$ cat config.mk
export PLATFORM = sky130hd
export DESIGN_NAME = pht_counter_table
export DESIGN_NICKNAME = d
export VERILOG_FILES = /design/src/rtl/pht_counter_table.sv
export SDC_FILE = /design/constraint.sdc
export NUM_CORES = 1
export LEC_CHECK = 0
export ABC_AREA = 1
export CAP_MARGIN = 5
export CORE_ASPECT_RATIO = 1.75
export CORE_UTILIZATION = 41
export DETAILED_ROUTE_END_ITERATION = 10
export PLACE_DENSITY = 0.62
export SYNTH_ARGS = -nofsm -noshare
export SYNTH_HDL_FRONTEND = slang
export SYNTH_SLANG_ARGS = --single-unit
$ cat constraint.sdc
create_clock -name clk -period 9.5 [get_ports clk]
set_clock_uncertainty 0.1 [all_clocks]
set_input_delay 0.95 -clock clk [delete_from_list [all_inputs] [get_ports clk]]
set_output_delay 0.95 -clock clk [all_outputs]
set_load 0.01 [all_outputs]
$ cat src/rtl/pht_counter_table.sv
// pht_counter_table: indexed table of saturating branch counters with registered predict port, train port, write-first bypass; optional gshare indexing under PHT_GSHARE_EN
module pht_counter_table #(
  parameter int CTR_W = 2,
  parameter int IDX_W = 7,
  parameter int INIT  = 2**(CTR_W-1)-1
) (
  input  logic             clk,
  input  logic             areset,
  input  logic             predict_valid,
  input  logic [IDX_W-1:0] predict_idx,
  output logic             predict_out_valid,
  output logic             predict_taken,
  output logic [CTR_W-1:0] predict_state,
`ifdef PHT_GSHARE_EN
  output logic [IDX_W-1:0] predict_ghr,
`endif
  input  logic             train_valid,
  input  logic [IDX_W-1:0] train_idx,
  input  logic             train_taken
);
  localparam int DEPTH = 2**IDX_W;
  localparam logic [CTR_W-1:0] CTR_MAX = '1;
  localparam logic [CTR_W-1:0] CTR_RST = CTR_W'(INIT);
  logic [CTR_W-1:0] r_ctr [DEPTH];
  logic [IDX_W-1:0] w_tidx, w_pidx;
  logic [CTR_W-1:0] w_cur, w_inc, w_dec, w_next, w_look;
  logic             w_hit;
`ifdef PHT_GSHARE_EN
  logic [IDX_W-1:0] r_ghr, w_ghr_next;
  assign w_tidx = train_idx ^ r_ghr;
  assign w_pidx = predict_idx ^ r_ghr;
  if (IDX_W == 1) begin : g_ghr1
    assign w_ghr_next = train_taken;
  end else begin : g_ghrn
    assign w_ghr_next = {r_ghr[IDX_W-2:0], train_taken};
  end
  // history shifts in each resolved outcome; the lookup captures the history it was indexed with
  always_ff @(posedge clk or posedge areset)
    if (areset) begin
      r_ghr       <= '0;
      predict_ghr <= '0;
    end else begin
      if (train_valid) r_ghr <= w_ghr_next;
      if (predict_valid) predict_ghr <= r_ghr;
    end
`else
  assign w_tidx = train_idx;
  assign w_pidx = predict_idx;
`endif
  // saturating step of the entry being trained; train_taken only matters when train_valid
  always_comb begin
    w_cur  = r_ctr[w_tidx];
    w_inc  = (w_cur == CTR_MAX) ? CTR_MAX : w_cur + CTR_W'(1);
    w_dec  = (w_cur == '0) ? '0 : w_cur - CTR_W'(1);
    w_next = train_taken ? w_inc : w_dec;
    w_hit  = train_valid && (w_tidx == w_pidx);
    w_look = w_hit ? w_next : r_ctr[w_pidx];
  end
  // counter table: reset to INIT, one entry trained per cycle
  always_ff @(posedge clk or posedge areset)
    if (areset) begin
      for (int i = 0; i < DEPTH; i++) r_ctr[i] <= CTR_RST;
    end else if (train_valid) begin
      r_ctr[w_tidx] <= w_next;
    end
  // registered lookup result; value held while no lookup is issued
  always_ff @(posedge clk or posedge areset)
    if (areset) begin
      predict_out_valid <= 1'b0;
      predict_taken     <= 1'b0;
      predict_state     <= '0;
    end else begin
      predict_out_valid <= predict_valid;
      if (predict_valid) begin
        predict_state <= w_look;
        predict_taken <= w_look[CTR_W-1];
      end
    end
endmodule

; Word level (Yosys, flattened, before mapping)
; Index checks and enable logic that the tools add are counted.
[word_totals]
register_bits = 260
mem_bits_ro = 0
out_inout_bits = 4
mem_bits_rw = 0
memories = 0
latchBits = 0
word_cells = 156
in_bits = 19
[op_classes]
n_reduce_logical = 3
n_mux = 13
eq_ne = 2
n_div = 0
shift = 0
add_sub_neg = 2
n_lt_le_gt_ge = 3
n_bitwise = 2
mul = 0
[ops]
columns = op, count
row1 = bitwise mux 256 bit, 1
row2 = binary-select mux 2 bit (select 7 bit), 2
row3 = two-way mux 2 bit, 9
row4 = ">= comparator 8 bit, second input constant", 2
row5 = inverter 7 -> 8 bit, 2
row6 = demux 2 bit (select 7 bit), 1
row7 = "less-than comparator 8 x 1 -> 1 bit, second input constant", 1
row8 = == test 7 bit, 1
row9 = "adder 2 x 1 -> 2 bit, second input constant", 1
row10 = "== test 2 bit, second input constant", 1
row11 = logical AND 1 bit, 2
row12 = zero test 2 bit, 1
row13 = "subtractor 2 x 1 -> 2 bit, second input constant", 1

; Logic depth before layout (Yosys ltp)
; Gate-level depths: netlist of run 1.
[logic_depth]
word_depth = 8
depth_mapped = 22
mapped_depth_nobuf = 19

; Worst setup path after synthesis of run 1
; No wires, ideal clock.
[synth_path]
path_type = input port to flip-flop
startpoint = input port train_idx[0]
endpoint = register r_ctr[110] (netlist name)
t_required_ns = 9.318
setup_ns = 0.082
n_path_buf = 6
arrival_time_ns = 2.697
stages = 18
slack_ns = 6.621
cell_sequence = buf_6 -> buf_6 -> buf_2 -> o211ai_1 -> nand2_1 -> o21ai_1 -> nand2_1 -> nor2_1 -> nor2_1 -> nor2_1 -> nand2_1 -> nand2_1 -> buf_4 -> nand2_2 -> buf_6 -> buf_4 -> nand2_1 -> o21ai_1
[synth_via]
elab_chain_len = 8
elab_cells_between_ends = 17
classes_between = 2 x add/sub / 2 x order compare / 1 x eq/ne / 9 x mux / 1 x bitwise / 2 x reduce/logical
[synth_rtl]
columns = item, line
row1 = start: declaration, 18  ; input logic [IDX_W-1:0] train_idx,
row2 = inverter 7 -> 8 bit (not written as such) (*), "52, 64"
row3 = binary-select mux 2 bit (select 7 bit), 52  ; w_cur = r_ctr[w_tidx];
row4 = two-way mux 2 bit (not written as such) (2 in series), 52
row5 = subtractor 2 x 1 -> 2 bit (tied with other cells), 54  ; w_dec = (w_cur == '0) ? '0 : w_cur - CTR_W'(1);
row6 = two-way mux 2 bit (on tied branches), "54, 53"
row7 = two-way mux 2 bit, 55  ; w_next = train_taken ? w_inc : w_dec;
row8 = bitwise mux 256 bit (*), 64  ; r_ctr[w_tidx] <= w_next;
row9 = end signal: indexed assignment, 64
row10 = end: declaration, 24  ; logic [CTR_W-1:0] r_ctr [DEPTH];
; Mark *: on every way between the ends. The rest lies on a longest branch, timed or not. The select of a mux whose other input is x is not followed.
; A chain may end at the register's enable or synchronous reset.

; Worst setup path after layout of run 1
[layout_path]
startpoint = input port train_idx[0]
endpoint = register r_ctr[163] (netlist name)
; The elaborated chain is that of the path after synthesis.

==> results.cfg, run 1 <==
[layout]
nFillCells = 3868
drive_gt1_share_pct = 9.484
final_nets = 2245
postLayoutCoreUtil_pct = 44.96
syn2layout_area_growth_pct = 7.995
final_common_cell = nand2_1
layout_common_cells = nand2_1, nor2_1, a21oi_1

[place]
hpwl_um = 35280
place_congestion = 0.9645
port_buffers = 22

[power_and_ir_drop]
seqPwrFrac_pct = 44.6
clkPwrFrac_pct = 34.7
combPwrFrac_pct = 20.6
p_leak_nw = 7.824
total_power_mw = 3.155
power_switching_share_pct = 32.47
p_switching_mw = 1.024
power_density_nw_per_um2 = 187.1
p_int_mw = 2.131
peakVddDrop_uv = 128.9

[logic_synthesis]
ys_ff_latch = 259
synthCells = 2289
ys_types = 31
syn-mean-instance-area_um2 = 6.823
yosysWarnings = 0
synth_area_um2 = 15620
synthesis.nets = 2308
ys_seq_area_share_pct = 42.52

[sta]
slew_headroom_pct = 19.65
final.setup.tns_ps = 0
hold_violations = 0
fmax_ghz = 0.1693
fin_crit_sh_pct = 62.18
setup_viol = 0
tightest_slew_ps = 1204
grt_setup_unrepaired = false
slew_viol_final = 0
period_minus_slack_ps = 5907

[clocking]
clockRootBuffer = clkbuf_16
clock_path_buffers = 3
clk_latency_ps = 570
cts_tree = done
cts.reportedPaths.clkPinSlew_ps = 70
cts_buffers = 26
numClockSinks = 259
postCtsSetupBuffers = 0
htreeDepth = 1
ctsResizeCount = 0
cts_hold_buf = 0

[drt]
drt_iter0_drc = 1397
wl_um = 57430
wire_per_inst_um = 21.06
drcViolationCount = 0
detail_route.first_pass.iterations = 6
ant_nets = 0
vias_per_cell = 5.715
dr_total_vias = 15586

[floorplan]
fp.dieW_um = 149.5
die_area_um2 = 38910
coreArea_um2 = 37520
start_util_pct = 41.63
row_count = 94
io_pins = 23
die_height_um = 260.2

[critical_path]
r2r_cells = 16
crit_fanout = 117
critPathArrivalTime_ps = 6200
cp-end-kind = flip-flop
critPathKind = input port to flip-flop
cp.required_ps = 9790
start_kind = input port

[global_route]
grt-ovfl-total = 0
antenna_found_initial = 2
grt_pass1_wl_um = 88490
grt_usage_pct = 30.22
grt_max_degree = 157
grt_pass1_vias = 15260

[outcome]
outcome = finished clean

[worst_hold_path]
whs_path_depth = 2
holdCritPathClass = flip-flop to flip-flop

[job]
cap_violations = 0
metrics by stage:
step	hold WS [ps]	worst slack (ps)	cell area, µm²	std cells
CTS	391.5	3778	16860	2726
floorplan	355.2	1535	15620	2289
global placement	373.7	3278	15980	2678
finish	388.6	3593	16870	2727
global route	406.5	3296	16860	2726
detailed placement	381.5	3183	15980	2678
flip-flops by register name (all words and copies together) (netlist names):
| name | cells |
|---|---|
| r_ctr | 256 |
| predict_state | 2 |
| predict_out_valid | 1 |
worst max-delay path: stages:
cell and delay [ps]:
buf_6 560, buf_4 800, o21ai_0 210, nand2_1 90, a21oi_1 70, o21ai_0 170, nand2_1 100, o21ai_1 250
nand2_1 110, nand2_2 60, buf_4 680, nand2_1 210, nand2_4 730, buf_4 710, mux2i_1 170
synthesized netlist by cell type, drive strengths merged:
master	instances	area share, %
xor2	1	0.056
buf	78	2.8
clkbuf	60	1.4
dfrtp	131	21
mux2i	29	1.9
a31oi	56	2.2
a221oi	1	0.056
a21oi	221	7.1
nand3	130	4.2
or2	3	0.12
dfstp	128	22
clkinv	6	0.14
and2	1	0.040
o21ai	234	7.5
a211oi	2	0.096
xnor2	1	0.056
nor2	369	8.9
o211ai	24	1.2
o22ai	7	0.28
nand2	625	15
inv	179	4.3
nand4	3	0.12
per-layer routing:
layer | track usage (%) | part of all wire, %
met1 | 34.51 | 37
met3 | 4.491 | 7.4
met2 | 50.32 | 48
met5 | 0 | 0
met4 | 23.33 | 8.2
worst paths after layout:
path / from / end / slack, ps
setup / recovery: train_idx[0] / r_ctr[163] / 3590
hold / removal: r_ctr[18] / r_ctr[18] / 390
setup reg to reg: r_ctr[69] / r_ctr[163] / 5030
hold reg to reg: r_ctr[18] / r_ctr[18] / 390
max in group asynchronous: areset / r_ctr[113] / 7140
min in group asynchronous: areset / r_ctr[39] / 790
power groups by stage:
stage	registers (mW)	logic, mW	clock network (mW)
6_report	1.41	0.651	1.10
5_1_grt	1.42	0.725	1.15
4_1_cts	1.40	0.642	1.11
3_5_place_dp	1.42	0.639	0
3_3_place_gp	1.42	0.629	0
2_1_floorplan	1.39	0.464	0
layout make-up:
class	count	area (µm²)	share of cell area (%)
clock inverters	11	132.6	0.7863
repair buffers	47	404.1	2.396
inverters	185	701.9	4.161
multi-input cells	1707	7631	45.24
flip-flops and latches	259	6641	39.37
well taps	480	600.6	3.561
diodes	1	2.502	0.01484
clock buffers	37	753.2	4.466
cell families after synthesis:
group | share of synthesized area [%]
mux | 1.859
xor+xnor | 0.1122
compound gates | 18.41
buf+inv | 8.684
flops | 42.52
simple gates | 28.41
Note: power is estimated with default switching activity, not from simulation.
==> run 2: changes to the inputs <==
--- a/config.mk
+++ b/config.mk
@@ -10,7 +10,7 @@
 export CORE_ASPECT_RATIO = 1.75
 export CORE_UTILIZATION = 41
 export DETAILED_ROUTE_END_ITERATION = 10
-export PLACE_DENSITY = 0.62
+export PLACE_DENSITY = 0.64
 export SYNTH_ARGS = -nofsm -noshare
 export SYNTH_HDL_FRONTEND = slang
 export SYNTH_SLANG_ARGS = --single-unit
==> constraint.sdc (replaced) <==
create_clock -name clk -period 5.36 [get_ports clk]
set_clock_uncertainty 0.1 [all_clocks]
set_input_delay 0.536 -clock clk [delete_from_list [all_inputs] [get_ports clk]]
set_output_delay 0.536 -clock clk [all_outputs]
set_load 0.01 [all_outputs]
==> run 2 against run 1 <==
Routed wire length fell by 3.2%. Die area did not move. Highest routed layer unchanged. Largest power group unchanged. Design area rose by 0.62%.
==> results.cfg, run 2 (synthesis results as in run 1) <==
[outcome]
outcome = finished clean

[power_and_ir_drop]
combPwrFrac_pct = 20.9
p_switching_mw = 1.786
peakVddDrop_uv = 177.4
power_density_nw_per_um2 = 327.9
clkPwrFrac_pct = 34.5
total_power_mw = 5.566
power_switching_share_pct = 32.10
p_leak_nw = 7.876
seqPwrFrac_pct = 44.6
p_int_mw = 3.779

[layout]
nFillCells = 3826
postLayoutCellArea_um2 = 16970
final_common_cell = nand2_1
regMostFlops = r_ctr
multi_input_comb_area_um2 = 7631
final_nets = 2256
largestRegisters = r_ctr x256, predict_state x2, predict_out_valid x1
largest_register_ffs = 256
syn2layout_area_growth_pct = 8.668
postLayoutCoreUtil_pct = 45.24
seq_area_um2 = 6641
layout_common_cells = nand2_1, nor2_1, a21oi_1
diodes = 0
drive_gt1_share_pct = 9.800

[drt]
ant_nets = 0
wl_um = 55590
detail_route.first_pass.iterations = 6
drt_iter0_drc = 1425
dr_total_vias = 15464
wire_per_inst_um = 20.33
vias_per_cell = 5.654
drcViolationCount = 0

[global_route]
grt_max_degree = 142
grt-ovfl-total = 0
grt_pass1_wl_um = 86130
antenna_found_initial = 0
grt_pass1_vias = 15079
grt_usage_pct = 29.14

[clocking]
cts_hold_buf = 0
postCtsSetupBuffers = 0
htreeDepth = 1
clk_latency_ps = 560
cts_tree = done
numClockSinks = 259
clockRootBuffer = clkbuf_16
clock_path_buffers = 3
ctsResizeCount = 0
cts_buffers = 26
cts.reportedPaths.clkPinSlew_ps = 70

[worst_hold_path]
holdCritPathClass = flip-flop to flip-flop
min_from = r_ctr[158]

[critical_path]
crit_start = train_idx[0]
critPathKind = input port to flip-flop
crit_fanout = 64
r2r-start = r_ctr[141]
cp.required_ps = 5690
start_kind = input port
cp-end-kind = flip-flop
critPathArrivalTime_ps = 4080

[sta]
period_minus_slack_ps = 3751
setup_viol = 0
hold_ws_ps = 387.6
fin_crit_sh_pct = 69.98
grt_setup_unrepaired = false
hold_violations = 0
slew_viol_final = 0
final.setup.tns_ps = 0
slew_headroom_pct = 18.84
fmax_ghz = 0.2666
tightest_slew_ps = 1216

[floorplan]
fp.dieW_um = 149.5
start_util_pct = 41.63
io_pins = 23
coreArea_um2 = 37520
die_area_um2 = 38910
die_height_um = 260.2
row_count = 94

[job]
cap_violations = 0

[place]
port_buffers = 22
hpwl_um = 34900
place_congestion = 0.9739
postPlaceCellArea_um2 = 16110
==> run 2: cell types whose count changed in the layout (fill, tap and decap cells not counted), moves of 2 or more <==
cell and change:
buf_12 +4, clkbuf_1 +2, clkinv_2 -3, buf_4 +7
==> run 2: stage by stage <==
stage / setup slack [ps] / cells
4_1_cts: 1705 / 2735
3_3_place_gp: 1151 / 2689
5_1_grt: 1421 / 2735
3_5_place_dp: 1130 / 2689
2_1_floorplan: 1415 / 2289
6_report: 1609 / 2735
==> run 2: path summary, 6_finish.rpt <==
path | cells after the start | slack, ps | end
max in group asynchronous | 3 | 4030 | r_ctr[223]
min in group asynchronous | 3 | 400 | r_ctr[79]
setup reg to reg | 17 | 2300 | r_ctr[11]
hold reg to reg | 2 | 390 | r_ctr[158]
hold / removal | 2 | 390 | r_ctr[158]
setup / recovery | 19 | 1610 | r_ctr[11]
==> run 2: final cells by class <==
| class | instances | share of cell area, % |
|---|---|---|
| Clock inverter | 8 | 0.6930 |
| Inverter | 185 | 4.114 |
| Sequential cell | 259 | 39.13 |
| Timing Repair Buffer | 58 | 3.163 |
| Multi-Input combinational cell | 1707 | 44.96 |
| Clock buffer | 38 | 4.401 |
| Tap cell | 480 | 3.539 |
==> run 2: power groups by stage <==
stage          sequential (mW)  clock, mW  combinational (mW)
2_1_floorplan             2.46          0               0.822
3_3_place_gp              2.50          0                1.12
3_5_place_dp              2.51          0                1.15
4_1_cts                   2.48       1.95                1.15
5_1_grt                   2.51       2.02                1.29
6_report                  2.48       1.92                1.16
==> run 2: worst max-delay path, cell delays in order <==
cell	delay (ps)
buf_6	220
inv_2	640
buf_12	280
nand2_1	70
nand3_1	80
nand2_1	90
nor2_1	170
nor2_1	70
nor2_1	140
nand2_1	80
nand2_1	60
nand2_1	50
nor2_1	200
nand2_1	100
nand2_2	260
nand2_1	150
nand2_4	400
buf_4	320
a21oi_1	90
==> run 2: layer usage <==
metal | up-vias | wire [µm] | track usage (%)
met2 | 775 | 26090 | 47.78
met4 | 0 | 4436 | 21.32
met1 | 7148 | 20550 | 34.67
li1 | 7316 | - | -
met5 | - | 0 | 0
met3 | 225 | 4515 | 3.895
==> run 3: changes to the inputs <==
==> constraint.sdc (replaced) <==
create_clock -name clk -period 3 [get_ports clk]
set_clock_uncertainty 0.1 [all_clocks]
set_input_delay 0.3 -clock clk [delete_from_list [all_inputs] [get_ports clk]]
set_output_delay 0.3 -clock clk [all_outputs]
set_load 0.01 [all_outputs]
==> run 3 against run 2 <==
Highest routed layer is now met5. Routed wire length rose by 3.0%. Worst hold slack got worse by 220 ps. Design area rose by 4.5%.
==> results.cfg, run 3 (synthesis results as in run 1) <==
[power_and_ir_drop]
seqPwrFrac_pct = 44.8
p_int_mw = 6.692
power_switching_share_pct = 32.53
power_density_nw_per_um2 = 559.4
peakVddDrop_uv = 392.4
p_leak_nw = 8.310
p_switching_mw = 3.226
combPwrFrac_pct = 22.4
total_power_mw = 9.917
clkPwrFrac_pct = 32.8

[sta]
fmax_ghz = 0.4064
hold_ws_ps = 169.9
period_minus_slack_ps = 2461
grt_setup_unrepaired = false
slew_viol_final = 0
fin_crit_sh_pct = 82.03
slew_headroom_pct = 63.42
hold_violations = 0
setup_viol = 0
tightest_slew_ps = 548.7

[layout]
multi_input_comb_area_um2 = 7631
diodes = 0
regMostFlops = r_ctr
nFillCells = 3816
layout_common_cells = nand2_1, nor2_1, a21oi_1
final_cells = 2813
seq_area_um2 = 6641
final_common_cell = nand2_1
largest_register_ffs = 256
drive_gt1_share_pct = 12.90
syn2layout_area_growth_pct = 13.51
largestRegisters = r_ctr x256, predict_state x2, predict_out_valid x1
final_nets = 2333
postLayoutCoreUtil_pct = 47.26

[critical_path]
cp.required_ps = 3360
r2r_cells = 15
regToRegEndpoint = r_ctr[160]
crit_fanout = 32
start_kind = flip-flop
reg2reg_slack_ps = 540
critPathKind = flip-flop to flip-flop
critPathArrivalTime_ps = 2820
r2r-start = r_ctr[255]
cp-end-kind = flip-flop

[drt]
detail_route.first_pass.iterations = 6
drt_iter0_drc = 1360
vias_per_cell = 5.619
ant_nets = 0
wl_um = 57270
dr_total_vias = 15806
drcViolationCount = 0
wire_per_inst_um = 20.36

[clocking]
clock_path_buffers = 3
cts.reportedPaths.clkPinSlew_ps = 70
cts_tree = done
cts_buffers = 25
numClockSinks = 259
clk_latency_ps = 580
htreeDepth = 1
clockRootBuffer = clkbuf_16

[worst_hold_path]
min_from = predict_valid
whs_path_depth = 1
holdCritPathClass = input port to flip-flop
min_to = predict_out_valid

[outcome]
outcome = finished clean

[place]
place_congestion = 0.9636
port_buffers = 22
place_inst = 2766
hpwl_um = 39240

[floorplan]
start_util_pct = 41.63
row_count = 94
coreArea_um2 = 37520
die_height_um = 260.2
die_area_um2 = 38910
fp.dieW_um = 149.5
io_pins = 23

[global_route]
grt_max_degree = 89
grt_usage_pct = 30.22
grt_pass1_wl_um = 88460
antenna_found_initial = 1
grt-ovfl-total = 0
grt_pass1_vias = 15517

[job]
cap_violations = 0
-- run 3: worst max-delay path by stage --
stage                             from           endpoint  slack, ps
after floorplan                 areset  predict_out_valid       -710
after global placement    train_idx[2]          r_ctr[32]         20
after detailed placement  train_idx[2]         r_ctr[160]          4
after CTS                   r_ctr[255]         r_ctr[160]        580
after global routing      train_idx[2]         r_ctr[228]        250
final                       r_ctr[255]         r_ctr[160]        540
-- run 3: critical path: stages (launching register included) --
cell	delay, ps
dfrtp_1	400
nand2_1	70
o21ai_0	80
nand2_1	70
nand2_1	100
nand2_1	80
nand2_1	50
nand2_1	50
nand2_1	60
nor2_1	180
nand2_1	80
nor2_1	170
nand2_1	90
nand2_2	100
buf_4	480
a31oi_1	200
-- run 3: power groups by stage --
stage          registers (mW)  clock network, mW  logic, mW
3_3_place_gp             4.47                  0       2.16
3_5_place_dp             4.49                  0       2.19
5_1_grt                  4.49               3.43       2.47
4_1_cts                  4.43               3.31       2.20
6_report                 4.44               3.25       2.22
2_1_floorplan            4.39                  0       1.47
-- run 3: cell type report --
type                       instances  share of cell area [%]
multi-input combinational       1707                   43.04
sequential                       259                   37.46
timing repair buffer             136                   7.544
clock buffer                      36                   4.157
inverter                         185                   3.938
tap                              480                   3.387
clock inverter                    10                  0.4728
-- run 3: repair_timing --
action / in CTS / in global routing
setup endpoints to repair: 0 / 0
hold endpoints to repair: 4 / 0
buffers inserted: 0 / 0
resized for setup: 0 / 0
hold buffers: 1 / 0
-- run 3: per-layer routing --
| layer | track usage (%) | vias to the layer above | part of all wire (%) |
|---|---|---|---|
| met5 | 0 | - | 0.023 |
| met4 | 22.53 | 2 | 7.7 |
| met3 | 4.105 | 223 | 6.9 |
| met2 | 50.31 | 695 | 48 |
| met1 | 35.09 | 7411 | 37 |
| li1 | - | 7475 | - |
-- run 3: through the flow --
step | TNS, ps | setup WS (ps) | area (µm²)
after detailed placement | 0 | 3.697 | 16900
after CTS | 0 | 577.8 | 17730
after floorplan | -92890 | -709.1 | 15620
after global placement | 0 | 17.37 | 16900
final | 0 | 539.1 | 17730
after global routing | 0 | 246.0 | 17730
